==> src/rtl/pci_rr_arbiter.sv <==
// Round-robin central arbiter for an 8-master PCI bus: rotating priority,
// grant timeout, and a forced one-cycle turnaround between grants.
module pci_rr_arbiter #(
  parameter int unsigned TIMEOUT = 16
) (
  input  logic       clk,
  input  logic       rst_n,
  input  logic [7:0] REQ,
  input  logic       FRAME,
  input  logic       IRDY,
  output logic [7:0] GNT,
  output logic [2:0] grant_id,
  output logic       grant_valid,
  output logic       bus_idle,
  output logic       timeout_pulse,
  output logic [1:0] state_o
);

  typedef enum logic [1:0] {
    IDLE  = 2'd0,
    GRANT = 2'd1,
    BUSY  = 2'd2,
    TURN  = 2'd3
  } state_t;

  localparam logic [7:0] TIMER_MAX = 8'(TIMEOUT - 1);

  state_t     state_q;
  logic [2:0] last_q;
  logic [7:0] timer_q;
  logic       frame_q;
  logic [7:0] gnt_q;
  logic [2:0] grant_id_q;
  logic       grant_valid_q;
  logic       bus_idle_q;
  logic       timeout_pulse_q;

  logic [2:0] winner;
  logic       any_req;
  logic       other_req;
  logic [7:0] own_mask;

  // Search starts one past the last owner so the previous winner is lowest priority.
  always_comb begin
    logic       found;
    logic [2:0] idx;
    winner = 3'd0;
    found  = 1'b0;
    idx    = 3'd0;
    for (int k = 1; k <= 8; k++) begin
      idx = last_q + 3'(k);
      if (!found && !REQ[idx]) begin
        winner = idx;
        found  = 1'b1;
      end
    end
  end

  assign any_req   = ~&REQ;
  assign own_mask  = 8'b1 << grant_id_q;
  assign other_req = |(~REQ & ~own_mask);

  always_ff @(posedge clk or negedge rst_n) begin
    if (!rst_n) begin
      state_q         <= IDLE;
      last_q          <= 3'd7;
      timer_q         <= 8'd0;
      frame_q         <= 1'b1;
      gnt_q           <= 8'hFF;
      grant_id_q      <= 3'd0;
      grant_valid_q   <= 1'b0;
      bus_idle_q      <= 1'b1;
      timeout_pulse_q <= 1'b0;
    end else begin
      frame_q         <= FRAME;
      bus_idle_q      <= FRAME & IRDY;
      timeout_pulse_q <= 1'b0;
      case (state_q)
        IDLE: begin
          // Granting while the bus is still busy is deliberate (hidden arbitration).
          if (any_req) begin
            gnt_q         <= ~(8'b1 << winner);
            grant_id_q    <= winner;
            grant_valid_q <= 1'b1;
            timer_q       <= 8'd0;
            state_q       <= GRANT;
          end else begin
            gnt_q         <= 8'hFF;
            grant_valid_q <= 1'b0;
          end
        end
        GRANT: begin
          if (!FRAME && frame_q) begin
            last_q  <= grant_id_q;
            state_q <= BUSY;
          end else if (REQ[grant_id_q]) begin
            gnt_q         <= 8'hFF;
            grant_valid_q <= 1'b0;
            state_q       <= TURN;
          end else if (timer_q == TIMER_MAX) begin
            gnt_q           <= 8'hFF;
            grant_valid_q   <= 1'b0;
            timeout_pulse_q <= 1'b1;
            last_q          <= grant_id_q;
            state_q         <= TURN;
          end else begin
            timer_q <= timer_q + 8'd1;
          end
        end
        BUSY: begin
          // A competing request only removes GNT; the owner still finishes.
          if (FRAME && IRDY) begin
            gnt_q         <= 8'hFF;
            grant_valid_q <= 1'b0;
            state_q       <= TURN;
          end else if (other_req) begin
            gnt_q         <= 8'hFF;
            grant_valid_q <= 1'b0;
          end
        end
        TURN: begin
          gnt_q         <= 8'hFF;
          grant_valid_q <= 1'b0;
          state_q       <= IDLE;
        end
        default: begin
          gnt_q         <= 8'hFF;
          grant_valid_q <= 1'b0;
          state_q       <= IDLE;
        end
      endcase
    end
  end

  assign GNT           = gnt_q;
  assign grant_id      = grant_id_q;
  assign grant_valid   = grant_valid_q;
  assign bus_idle      = bus_idle_q;
  assign timeout_pulse = timeout_pulse_q;
  assign state_o       = state_q;

endmodule

==> config.mk <==
export PLATFORM = sky130hd
export DESIGN_NAME = pci_rr_arbiter
export DESIGN_NICKNAME = d
export VERILOG_FILES = /design/src/rtl/pci_rr_arbiter.sv
export SDC_FILE = /design/constraint.sdc
export NUM_CORES = 1
export LEC_CHECK = 0
export CORE_ASPECT_RATIO = 0.8
export CORE_MARGIN = 10
export CORE_UTILIZATION = 30
export CTS_CLUSTER_SIZE = 25
export DETAILED_ROUTE_END_ITERATION = 6
export DONT_BUFFER_PORTS = 1
export HOLD_SLACK_MARGIN = 0.05
export SLEW_MARGIN = 20
export SYNTH_ARGS = -nofsm -noshare
export SYNTH_HDL_FRONTEND = slang
export SYNTH_SLANG_ARGS = --single-unit
==> constraint.sdc <==
create_clock -name clk -period 5.4 [get_ports clk]
set_input_delay 0.54 -clock clk [delete_from_list [all_inputs] [get_ports clk]]
set_output_delay 0.54 -clock clk [all_outputs]
set_load 0.01 [all_outputs]
==> impl_results.md <==
- Number of top-level design ports: 28
- Die height: 104 um
- Reg clk slew, reported paths: 0.10 ns
- Data arrival at the endpoint of the critical path: 4.50 ns
- Finish-stage setup viols: 0
- Main combinational cell family by area after synthesis: multiplexers
- Mean area per synthesized cell: 9.01 um2
- Combinational fraction of design power: 66.3%
- Core region area: 0.00852 mm2
- Net Sw Frac: 48.3%
- Average wire per standard cell: 17.3 um
- Setup slack of the critical path after layout: 1.12 ns
- Worst skew pair latency: 0.28 ns
- Run status: completed
- Startpoint type of the worst setup path: register
- Stage delay of the slowest cell on the critical path: 0.87 ns
- Cell area after synthesis: 0.00263 mm2
- Setup Slack @ Placement: 1.18 ns
- Die Width: 125 um
- Final-report hold violation count: 0
- Setup slack of the most critical reg-to-reg path: 1.12 ns
- Largest vdd supply drop: 0.202 mV
- Post-layout net count: 295
- Post-Synth Simple-Gate Area: 18.2%
- Most used standard cell by instance count after synthesis: o21ai_0
- Total of flip-flops plus latches after synthesis: 28
- Number of I/O port buffers: 0
- Total CTS buffers: 3
- Int Pwr: 0.950 mW
- Clock tree from TritonCTS: built
- Number of global-route vias before repair: 2,036
- Tightest Pin Transition: 0.747 ns
- Capture point of the worst path: GNT[2]
- Die area: 0.0129 mm2
- Proportion of layout cells with a drive suffix above 1: 19.6%
- Max-cap viol count: 0
- Top area cells in the synthesized netlist: dfrtp_1 14%, dfstp_2 13%, mux4_2 12%
- Placed wire-length estimate after detailed placement: 4850 um
- Worst setup path category: register to register
- Relative contribution of the clock network to total power: 9.3%
- Peak fanout along the critical path: 22
- Pin count of the biggest net entering global routing: 26
- Via count normalized by instance count: 5.56
- Async set-reset flop share out of synthesis: 100%
- Overall routed net length: 6680 um
- Antenna violations before repair: 0
- Adder-cell share of the synthesized area: 3.33%
- Clock sinks: 28
- Worst min-delay path class: primary input to asynchronous set/reset pin
- Overall overflow remaining after global route: 0
- Period Utilization, post-route: 79.2%
- Post-synth top area share: 14.3%
- Leading cell types by count after synthesis: 26 x o21ai_0, 20 x nand2_1, 18 x nor2_1
- Post-synthesis compound-gate area fraction: 20.5%
- Total of cells resized after clock tree synthesis: 0
- Required time worst endpoint: 5.62 ns
- Xor and xnor area share after synthesis: 1.33%
- CTS max path bufs: 2
- Setup repair after global routing missed its margin: no
- Depth of the CTS H-tree: 1
- Post-synth EDFFs: 0
- Count of different cell masters after synthesis: 57
- Total net switching power: 0.886 mW
- Max Freq: 0.234 GHz
- Number of DRC violations after detailed-routing iteration 0: 173
- Sequential share of the synthesized area: 27.2%
- Yosys warns: 0
- Rows: 30
- Slew margin rel.: 48.9%
- Synth Instances: 292
- Count of unresolved DRC violations after routing: 0
- Capturing element type of the critical path: register
- Routed Antenna Nets: 0
- Final Skew: 0.00296 ns
- Wire length of the first global-routing pass: 11,300 um
- GRT Overall Usage: 10.1%
- Share of power burned in registers: 24.4%
- Worst-path cell chain: inv_1, ha_1, mux2i_1, mux4_2, or2_1, or4b_4, nor3_1, o31ai_1, nand2b_1, o22a_1
- Antenna fix cells: 0
- Source of the critical timing path: last_q[1]
- Fin Setup TNS: 0 ns
- Post-synthesis net count: 311
- Count of vias placed by the detailed router: 2,151
- Number of iterations in the first detailed-routing pass: 4
- Biggest area consumer among synthesized cells: dfrtp_1
- Final GP Congestion: 0.942
- Ys flop type: dfrtp_1
- Area Overhead vs Synth: 4.80%
- Logic depth of the worst register-to-register path: 10
- Clock tree root driver cell: clkbuf_8
- Source of the worst register-to-register timing path: last_q[1]
- Static leakage: 1.04 nW
- Multiplexer fraction of the synthesized cell area: 23.3%
- Crit path time final: 4.28 ns
- Power per unit of standard cell area: 666 mW/mm2
- End of the worst register-to-register path: GNT[2]
- Initial standard-cell utilization of the core: 30.9%
- Cell with the largest stage delay on the worst path: dfstp_2
- Final slew viol count: 0
layout make-up:
type,instances,area [um2]
Clock buffer,3,41.3
Clock inverter,1,30.0
Fill cell,861,5760
Inverter,15,56.3
Multi-Input combinational cell,226,1760
Sequential cell,28,717
Tap cell,112,140
Timing Repair Buffer,2,17.5
flip-flops by register name, indices dropped and copies added, names as in the netlist:
register / count
timer_q: 8
state_o: 2
frame_q: 1
grant_id: 3
last_q: 3
GNT: 8
bus_idle: 1
timeout_pulse: 1
grant_valid: 1
cells in the final DEF, fill, tap and decap left out, types with 2 or more instances in the layout:
master,synthesis,layout
o211ai_1,2,2
mux2i_1,13,13
dfrtp_1,15,15
o22ai_1,3,3
o21ai_0,26,26
o22a_1,4,4
a21oi_1,13,13
nand4b_1,2,2
a221o_1,2,2
nor4_1,4,4
mux4_2,14,14
nor2_1,18,18
a221oi_1,2,2
nand2_1,20,20
and2_1,8,8
inv_1,15,15
ha_1,7,7
o31ai_1,5,5
and3_1,2,2
clkbuf_8,0,3
a22o_1,3,3
a21o_1,2,2
o211a_1,2,2
nor2b_1,4,4
o21ai_1,2,2
nor3_1,7,7
or2_2,3,3
dfstp_2,13,13
nand4_1,4,4
mux2_2,15,15
xnor2_1,3,3
nand2b_1,5,5
nand3_1,11,11
logic make-up after synthesis:
family / Yosys count
AO/OA/AOI/OAI: 80
XOR/XNOR: 4
adder cells (fa/ha/maj): 7
buffers and inverters: 38
flip-flops: 28
multiplexers: 42
AND/OR/NAND/NOR: 93
per-layer routing:
layer / wire length (um) / up-vias / track usage [%]
li1: - / 1057 / -
met1: 3270 / 1037 / 14.4
met2: 2850 / 53 / 14.7
met3: 544 / 4 / 3.36
met4: 18 / 0 / 1.08
met5: 0 / - / 0
per-stage QoR:
| stage | total power [mW] | utilization (%) | instance area [um2] | hold WS [ns] | instances |
|---|---|---|---|---|---|
| global route | 2.00 | 32.4 | 2760 | 0.0677 | 387 |
| finish | 1.84 | 32.4 | 2760 | 0.0854 | 387 |
| global placement | 1.64 | 31.4 | 2680 | 0.246 | 382 |
| detailed placement | 1.65 | 31.4 | 2680 | 0.246 | 382 |
| floorplan | 1.43 | - | 2630 | 0.244 | 292 |
| CTS | 1.83 | 32.4 | 2760 | 0.0794 | 387 |
critical path, delay by kind of cell, from the launching register on:
kind | cells | cell delay, ns
AO/OA/AOI/OAI | 2 | 0.31
flip-flops | 1 | 0.87
multiplexers | 2 | 0.73
AND/OR/NAND/NOR | 4 | 1.33
buffers and inverters | 1 | 0.19
adder cells (fa/ha/maj) | 1 | 0.78
worst min-delay path by stage:
stage / end / slack, ns / depth (start not counted)
6_report: GNT[1] / 0.09 / 0
5_1_grt: last_q[1] / 0.07 / 0
4_1_cts: GNT[1] / 0.08 / 0
3_5_place_dp: timer_q[7] / 0.25 / 0
3_3_place_gp: timer_q[7] / 0.25 / 0
2_1_floorplan: grant_id[0] / 0.24 / 0
power by group through the flow:
| stage | combinational [mW] | sequential, mW | clock (mW) |
|---|---|---|---|
| after floorplan | 1.07 | 0.362 | 0 |
| after global placement | 1.19 | 0.450 | 0 |
| after detailed placement | 1.20 | 0.454 | 0 |
| after CTS | 1.21 | 0.450 | 0.173 |
| after global routing | 1.35 | 0.467 | 0.183 |
| final | 1.22 | 0.449 | 0.171 |
repair_timing:
item	CTS	global route
hold buffers	1	0
endpoints found under the hold margin	15	0
buffers inserted	0	0
(Power assumes the default switching activity.)
